--- config.mk ---
export PLATFORM = sky130hd
export DESIGN_NAME = rob_commit
export DESIGN_NICKNAME = d
export VERILOG_FILES = /design/src/rtl/rob_commit.sv
export SDC_FILE = /design/constraint.sdc
export NUM_CORES = 2
export LEC_CHECK = 0
export CAP_MARGIN = 25
export CORE_MARGIN = 8
export CORE_UTILIZATION = 50
export CTS_CLUSTER_DIAMETER = 30
export CTS_CLUSTER_SIZE = 10
export DETAILED_ROUTE_END_ITERATION = 10
export PLACE_DENSITY_LB_ADDON = 0.12
export SYNTH_ARGS = -nofsm -noshare
export SYNTH_HDL_FRONTEND = slang
export SYNTH_SLANG_ARGS = --single-unit
--- constraint.sdc ---
create_clock -name clk -period 19 [get_ports clk]
set_input_delay 4.75 -clock clk [delete_from_list [all_inputs] [get_ports clk]]
set_output_delay 4.75 -clock clk [all_outputs]
set_load 0.02 [all_outputs]
--- src/rtl/rob_commit.sv ---
// rob_commit: 2-wide in-order reorder buffer. Dual allocation, dual writeback and
// dual in-order retirement; commit outputs are registered, alloc_ready/alloc_id are combinational.
module rob_commit #(
    parameter int DEPTH  = 16,
    parameter int IDX_W  = 4,
    parameter int PREG_W = 6
) (
    input  logic              clk,
    input  logic              rst,
    input  logic              recover,
    input  logic              alloc_valid_0,
    input  logic              alloc_valid_1,
    input  logic              alloc_wen_0,
    input  logic              alloc_wen_1,
    input  logic [4:0]        alloc_lreg_0,
    input  logic [4:0]        alloc_lreg_1,
    input  logic [PREG_W-1:0] alloc_preg_0,
    input  logic [PREG_W-1:0] alloc_preg_1,
    input  logic [PREG_W-1:0] alloc_old_preg_0,
    input  logic [PREG_W-1:0] alloc_old_preg_1,
    input  logic [31:0]       alloc_pc_0,
    input  logic [31:0]       alloc_pc_1,
    output logic              alloc_ready,
    output logic [IDX_W-1:0]  alloc_id_0,
    output logic [IDX_W-1:0]  alloc_id_1,
    input  logic              wb_valid_0,
    input  logic              wb_valid_1,
    input  logic [IDX_W-1:0]  wb_id_0,
    input  logic [IDX_W-1:0]  wb_id_1,
    output logic              commit_valid_0,
    output logic              commit_valid_1,
    output logic              commit_wen_0,
    output logic              commit_wen_1,
    output logic [4:0]        commit_lreg_0,
    output logic [4:0]        commit_lreg_1,
    output logic [PREG_W-1:0] commit_preg_0,
    output logic [PREG_W-1:0] commit_preg_1,
    output logic [PREG_W-1:0] commit_old_preg_0,
    output logic [PREG_W-1:0] commit_old_preg_1,
    output logic [31:0]       commit_pc_0,
    output logic [31:0]       commit_pc_1,
    output logic [IDX_W:0]    count,
    output logic              empty
);

    localparam int CNT_W  = IDX_W + 1;
    localparam int LANE_W = 1 + 1 + 5 + PREG_W + PREG_W + 32;

    logic [DEPTH-1:0]  valid_q, valid_d;
    logic [DEPTH-1:0]  done_q, done_d;
    logic              wen_q      [DEPTH];
    logic [4:0]        lreg_q     [DEPTH];
    logic [PREG_W-1:0] preg_q     [DEPTH];
    logic [PREG_W-1:0] old_preg_q [DEPTH];
    logic [31:0]       pc_q       [DEPTH];

    logic [IDX_W-1:0]  head_q, head_d, tail_q, tail_d, head1;
    logic [CNT_W-1:0]  count_q, count_d;
    logic              acc0, acc1, com0, com1;
    logic [LANE_W-1:0] lane0_q, lane0_d, lane1_q, lane1_d;

    assign alloc_ready = (count_q <= CNT_W'(DEPTH - 2));
    assign alloc_id_0  = tail_q;
    assign alloc_id_1  = tail_q + IDX_W'(alloc_valid_0);
    assign count       = count_q;
    assign empty       = (count_q == '0);

    assign acc0  = alloc_valid_0 & alloc_ready & ~recover;
    assign acc1  = alloc_valid_1 & alloc_ready & ~recover;
    assign head1 = head_q + IDX_W'(1);
    assign com0  = valid_q[head_q] & done_q[head_q];
    assign com1  = com0 & valid_q[head1] & done_q[head1];

    // Writeback first, then retire clears, then allocation: allocation can never
    // target a retiring slot because alloc_ready is low whenever the ROB is full.
    always_comb begin
        valid_d = valid_q;
        done_d  = done_q;
        if (wb_valid_0 && valid_q[wb_id_0]) done_d[wb_id_0] = 1'b1;
        if (wb_valid_1 && valid_q[wb_id_1]) done_d[wb_id_1] = 1'b1;
        if (com0) begin
            valid_d[head_q] = 1'b0;
            done_d[head_q]  = 1'b0;
        end
        if (com1) begin
            valid_d[head1] = 1'b0;
            done_d[head1]  = 1'b0;
        end
        if (acc0) begin
            valid_d[tail_q] = 1'b1;
            done_d[tail_q]  = 1'b0;
        end
        if (acc1) begin
            valid_d[alloc_id_1] = 1'b1;
            done_d[alloc_id_1]  = 1'b0;
        end
        head_d  = head_q + IDX_W'(com0) + IDX_W'(com1);
        tail_d  = tail_q + IDX_W'(acc0) + IDX_W'(acc1);
        count_d = count_q + CNT_W'(acc0) + CNT_W'(acc1) - CNT_W'(com0) - CNT_W'(com1);
        lane0_d = com0 ? {1'b1, wen_q[head_q], lreg_q[head_q], preg_q[head_q],
                          old_preg_q[head_q], pc_q[head_q]} : '0;
        lane1_d = com1 ? {1'b1, wen_q[head1], lreg_q[head1], preg_q[head1],
                          old_preg_q[head1], pc_q[head1]} : '0;
    end

    always_ff @(posedge clk) begin
        if (rst || recover) begin
            valid_q <= '0;
            done_q  <= '0;
            head_q  <= '0;
            tail_q  <= '0;
            count_q <= '0;
            lane0_q <= '0;
            lane1_q <= '0;
        end else begin
            valid_q <= valid_d;
            done_q  <= done_d;
            head_q  <= head_d;
            tail_q  <= tail_d;
            count_q <= count_d;
            lane0_q <= lane0_d;
            lane1_q <= lane1_d;
        end
    end

    // Payload needs no reset: it is only observed through a set valid bit.
    always_ff @(posedge clk) begin
        if (acc0) begin
            wen_q[tail_q]      <= alloc_wen_0;
            lreg_q[tail_q]     <= alloc_lreg_0;
            preg_q[tail_q]     <= alloc_preg_0;
            old_preg_q[tail_q] <= alloc_old_preg_0;
            pc_q[tail_q]       <= alloc_pc_0;
        end
        if (acc1) begin
            wen_q[alloc_id_1]      <= alloc_wen_1;
            lreg_q[alloc_id_1]     <= alloc_lreg_1;
            preg_q[alloc_id_1]     <= alloc_preg_1;
            old_preg_q[alloc_id_1] <= alloc_old_preg_1;
            pc_q[alloc_id_1]       <= alloc_pc_1;
        end
    end

    assign {commit_valid_0, commit_wen_0, commit_lreg_0, commit_preg_0,
            commit_old_preg_0, commit_pc_0} = lane0_q;
    assign {commit_valid_1, commit_wen_1, commit_lreg_1, commit_preg_1,
            commit_old_preg_1, commit_pc_1} = lane1_q;

endmodule

# Yosys cells after proc, flatten, opt, wreduce, memory -nomap -nowiden
# Memories as Yosys holds them, arrays and structs flattened. A register that Yosys moved wholly into a read port is not among the register bits.
# Cells that the tools add are included.
[word_totals]
ff_bits = 147
mem_bits_rw = 800
output_inout_bits = 117
wordCells = 118
n_memories = 5
[memory_table]
columns = ["name", "words", "width", "rd", "rd_clocked_by_memory_dff", "write_ports", "line", "rtl"]
rows = [
  ["pc_q", 16, 32, 2, 1, 2, "55", "logic [31:0] pc_q [DEPTH];"],
  ["old_preg_q", 16, 6, 2, 1, 2, "54", "logic [PREG_W-1:0] old_preg_q [DEPTH];"],
  ["preg_q", 16, 6, 2, 1, 2, "53", "logic [PREG_W-1:0] preg_q [DEPTH];"],
  ["lreg_q", 16, 5, 2, 1, 2, "52", "logic [4:0] lreg_q [DEPTH];"],
  ["wen_q", 16, 1, 2, 1, 2, "51", "logic wen_q [DEPTH];"],
]
[op_classes]
n_addsub = 10
magnitude_cmp = 13
mux = 45
n_bitwise = 24
n_reduce_logical = 12
[ops]
columns = ["cell", "count"]
rows = [
  ["$mux 16", 10],
  ["$mux 51", 2],
  ["$and 16x16->16", 6],
  ["$not 16->16", 4],
  ["$or 16x16->16", 4],
  ["$lt 4x5->1 const B", 6],
  ["$bmux 1 s4", 6],
  ["$demux 1 s4", 6],
  ["$ge 4x1->1 const B", 6],
  ["$add 4x1->4", 5],
  ["$mux 4", 5],
  ["$mux 1", 16],
  ["$add 5x1->5", 2],
  ["$sub 5x1->5", 2],
  ["$logic_and 1x1->1", 8],
  ["$and 1x1->1", 7],
  ["$le 5x4->1 const B", 1],
  ["$logic_not 5->1", 1],
  ["$add 4x1->4 const B", 1],
  ["$reduce_or 2->1", 2],
  ["$not 1->1", 3],
  ["$logic_or 1x1->1", 1],
]

# Logic depth before layout (Yosys ltp)
[logic_depth]
ltp_word = 16
ltp_mapped = 25
ltp_nobuf = 17

# Least setup slack after synthesis
# No wires, ideal clock.
[synth_timing]
kind = "input to output"
from = "input port alloc_valid_0"
to = "output port alloc_id_1[2]"
arrival_ns = 5.696
t_required_ns = 14.250
slack_ns = 8.554
cell_stages = 4
path_buffers = 0
path_cell_list = "ha_1 -> ha_1 -> nor2b_1 -> or2_2"
[synth_between]
elab_chain_cells = 1
[synth_lines]
columns = ["element", "line", "rtl"]
rows = [
  ["start: declaration", "11", "input logic alloc_valid_0,"],
  ["$add 4x1->4", "64", "assign alloc_id_1 = tail_q + IDX_W'(alloc_valid_0);"],
  ["end: declaration", "25", "output logic [IDX_W-1:0] alloc_id_1,"],
]
# No other way between the ends.

# Worst setup path after layout
# Same ends and word-level chain as after synthesis.

==> impl_metrics.csv <==
group,metric,value,unit
worst_setup_path,critPathKind,"input pin to output pin",
floorplanning,std_cell_rows,118,
worst_setup_path,cp_max_fo,5,
detailed_routing,drt_wl_total,160,mm
clocking,clock_path_buffers,3,
worst_setup_path,critPathRequiredTime,14.25,ns
worst_setup_path,endpoint_kind,"output pin",
run_status,outcome,"complete, no violations",
yosys,yosysWarnings,0,
detailed_routing,vias,32101,
detailed_routing,ant_nets,0,
floorplanning,die_area,115000,µm²
clocking,cts_resized,0,
timing,fmax,87.0,MHz
yosys,ys_top_cells_by_count,"edfxtp_1, mux2_2, mux4_2, clkbuf_1, dfxtp_1",
layout,syn2layout_area_growth,21.6,%
timing,rsz0062_at_grt,"false",
yosys,synth_area_per_cell,17.1,µm²
yosys,syn_area,52000,µm²
layout,drive_gt1_frac,0.523,
timing,slew-limit-headroom,0.294,
hold_path,hold_path_end,"valid_q[13]",
worst_setup_path,slowest_delay,0.55,ns
yosys,synthTopCellsByArea,"edfxtp_1, mux4_2, mux2_2",
placed_design,finalWeightedCongestion,0.868,
floorplanning,coreArea,103000,µm²
global_route,grt_max_degree,143,
worst_setup_path,ff2ff_setup_slack,13.51,ns
timing,fin_crit_sh,0.605,
timing,finClkSkew,0.0284,ns
floorplanning,io_pins,232,
worst_setup_path,regToRegStartpoint,"head_q[0]",
detailed_routing,firstDrtPassIters,7,
flow_run,max_cap_viol_count,0,
yosys,synth_cells,3035,
timing,hold_viol_final,0,
worst_setup_path,start_kind,"input pin",
timing,finalCriticalPeriod,11.50,ns
yosys,seq_area_frac_synth,0.519,
worst_setup_path,cp_top_family,"buffers and inverters",
detailed_routing,wl_per_cell,33.2,µm
yosys,synth_cell_types,64,
global_route,grt_use_total,0.272,
worst_setup_path,crit_arrival,6.75,ns
worst_setup_path,crit_chain,"clkdlybuf4s50_1, ha_1, ha_1, nor2b_1, or2_2, clkdlybuf4s50_1",
global_route,grt_pass1_wl,231,mm
worst_setup_path,critPathSlowestCell,"clkdlybuf4s50_1",
placed_design,dp.cells,4375,
yosys,synth-main-ff-cell,"edfxtp_1",
hold_path,worstHoldPathType,"flip-flop to flip-flop",
power_and_ir_drop,leakage,20.4,nW
clocking,post-cts-setup-buffer-count,0,
detailed_routing,drtIter0Drc,3542,
yosys,synth_edf_count,800,
global_route,grt_pass1_vias,33894,
worst_setup_path,rr_endpoint,"lane1_q[35]",
clocking,cts.htree.levels,4,
yosys,synthArstFlopShare,0,
global_route,antenna_found_initial,16,
power_and_ir_drop,powerDensity,101,nW/µm²
worst_setup_path,rr_worst_depth,8,
floorplanning,die_h,338,µm
layout,finalCoreUtilization,0.612,
clocking,cts_tree,"yes",
timing,setup_viol,0,
global_route,grt_overflow,0,
clocking,clock-sinks,947,
floorplanning,start_util,0.503,
yosys,ys_ff_latch,947,
timing,slew_violations,0,
placed_design,place_hpwl,88.1,mm
floorplanning,die_w,338,µm
yosys,yosysTopAreaCellShare,0.462,
placed_design,port_buffers,231,
hold_path,hold_path_depth,2,
timing,fin_setup_tns,0,ns
timing,worst_pin_slew,1.06,ns
hold_path,min_from,"valid_q[13]",
yosys,synth_top_cell_by_area,"edfxtp_1",
clocking,root_buffer,"clkbuf_16",
layout,final_nets,3358,
clocking,clkTransAtPathRegs,0.04,ns
yosys,yosysMostFrequentCell,"edfxtp_1",
clocking,cts_hold_buf,0,
clocking,numCtsBuffers,220,
clocking,insertion_delay,0.79,ns
layout,final_cell_count_no_fill,4807,
detailed_routing,vias_per_cell,6.68,
yosys,synth_fp_nets,3172,
worst_setup_path,crit_buf_inv,2,
detailed_routing,drc_errors,0,
power_and_ir_drop,peakVddDrop,103,µV
## power by group
part / total (mW) / internal [mW] / switching, mW
Clock: 3.87 / 2.64 / 1.24
Sequential: 2.29 / 2.28 / 0.00941
Combinational: 0.252 / 0.131 / 0.121
## cell usage in the layout, fill, tap and decap left out, drive strengths merged, types with 12 or more instances in the layout
cell type | netlist | layout
a21oi | 20 | 20
and2 | 23 | 23
clkinvlp | 0 | 22
edfxtp | 800 | 800
o21ai | 12 | 12
dfxtp | 147 | 147
clkbuf | 153 | 270
mux2 | 806 | 806
nand2 | 41 | 41
ha | 18 | 18
nor2b | 107 | 107
mux2i | 13 | 13
buf | 179 | 65
nand4 | 12 | 12
nor2 | 28 | 28
inv | 21 | 34
nand3 | 14 | 14
clkdlybuf4s50 | 0 | 231
mux4 | 511 | 511
bufinv | 0 | 30
clkinv | 0 | 84
a32o | 12 | 12
## flip-flops by register name, summed over array words and instances (netlist names)
register,flops
alloc_id_0,4
count,5
done_q,16
head_q,4
lane0_q,51
lane1_q,51
lreg_q,80
old_preg_q,96
pc_q,512
preg_q,96
valid_q,16
wen_q,16
## cell families after synthesis
logic type,Yosys count,share of synthesized area
xor+xnor,10,0.00168
mux,1330,0.399
flops,947,0.519
fa+ha+maj,22,0.00587
simple gates,279,0.0310
buf+inv,353,0.0304
compound gates,94,0.0137
## worst register-to-register path, stage by stage, from the launching register on
cell     delay (ns)
dfxtp_4        0.90
inv_1          0.51
ha_4           0.96
buf_4          0.84
buf_4          0.51
buf_16         0.32
mux4_2         0.64
mux4_2         0.47
nor2b_1        0.19
## through the flow
| stage | setup WS, ns | total power [mW] | instance area (µm²) | hold slack (ns) |
|---|---|---|---|---|
| after global routing | 7.47 | 6.57 | 63200 | 0.553 |
| after CTS | 7.52 | 6.45 | 63100 | 0.520 |
| final | 7.50 | 6.42 | 63200 | 0.521 |
| after floorplan | 8.55 | 2.49 | 52000 | 0.478 |
| after detailed placement | 7.53 | 2.57 | 55300 | 0.512 |
| after global placement | 7.54 | 2.56 | 55300 | 0.504 |
## area by class of cell
class | count | area [µm²]
Fill cell | 7561 | 40100
Timing Repair Buffer | 296 | 2930
Clock inverter | 149 | 1790
Multi-Input combinational cell | 1735 | 23700
Tap cell | 1380 | 1730
Sequential cell | 947 | 27000
Clock buffer | 270 | 5970
Antenna cell | 9 | 22.5
Inverter | 21 | 86.3
## metal layers
metal | wire length [µm] | global-route usage | up-vias | share of wire
met3 | 14300 | 0.0616 | 321 | 0.090
li1 | - | - | 12929 | -
met5 | 56 | 0 | - | 0.00035
met1 | 63900 | 0.367 | 17077 | 0.40
met4 | 4790 | 0.0935 | 10 | 0.030
met2 | 76600 | 0.435 | 1764 | 0.48
## worst max path at each step
stage	startpoint	to	slack (ns)	depth (start not counted)
floorplan	alloc_valid_0	alloc_id_1[2]	8.55	4
global placement	alloc_valid_0	alloc_id_1[2]	7.54	6
detailed placement	alloc_valid_0	alloc_id_1[2]	7.53	6
CTS	alloc_valid_0	alloc_id_1[2]	7.52	6
global route	alloc_valid_0	alloc_id_1[2]	7.47	6
finish	alloc_valid_0	alloc_id_1[2]	7.50	6
Power figures use the tool's default switching activity.
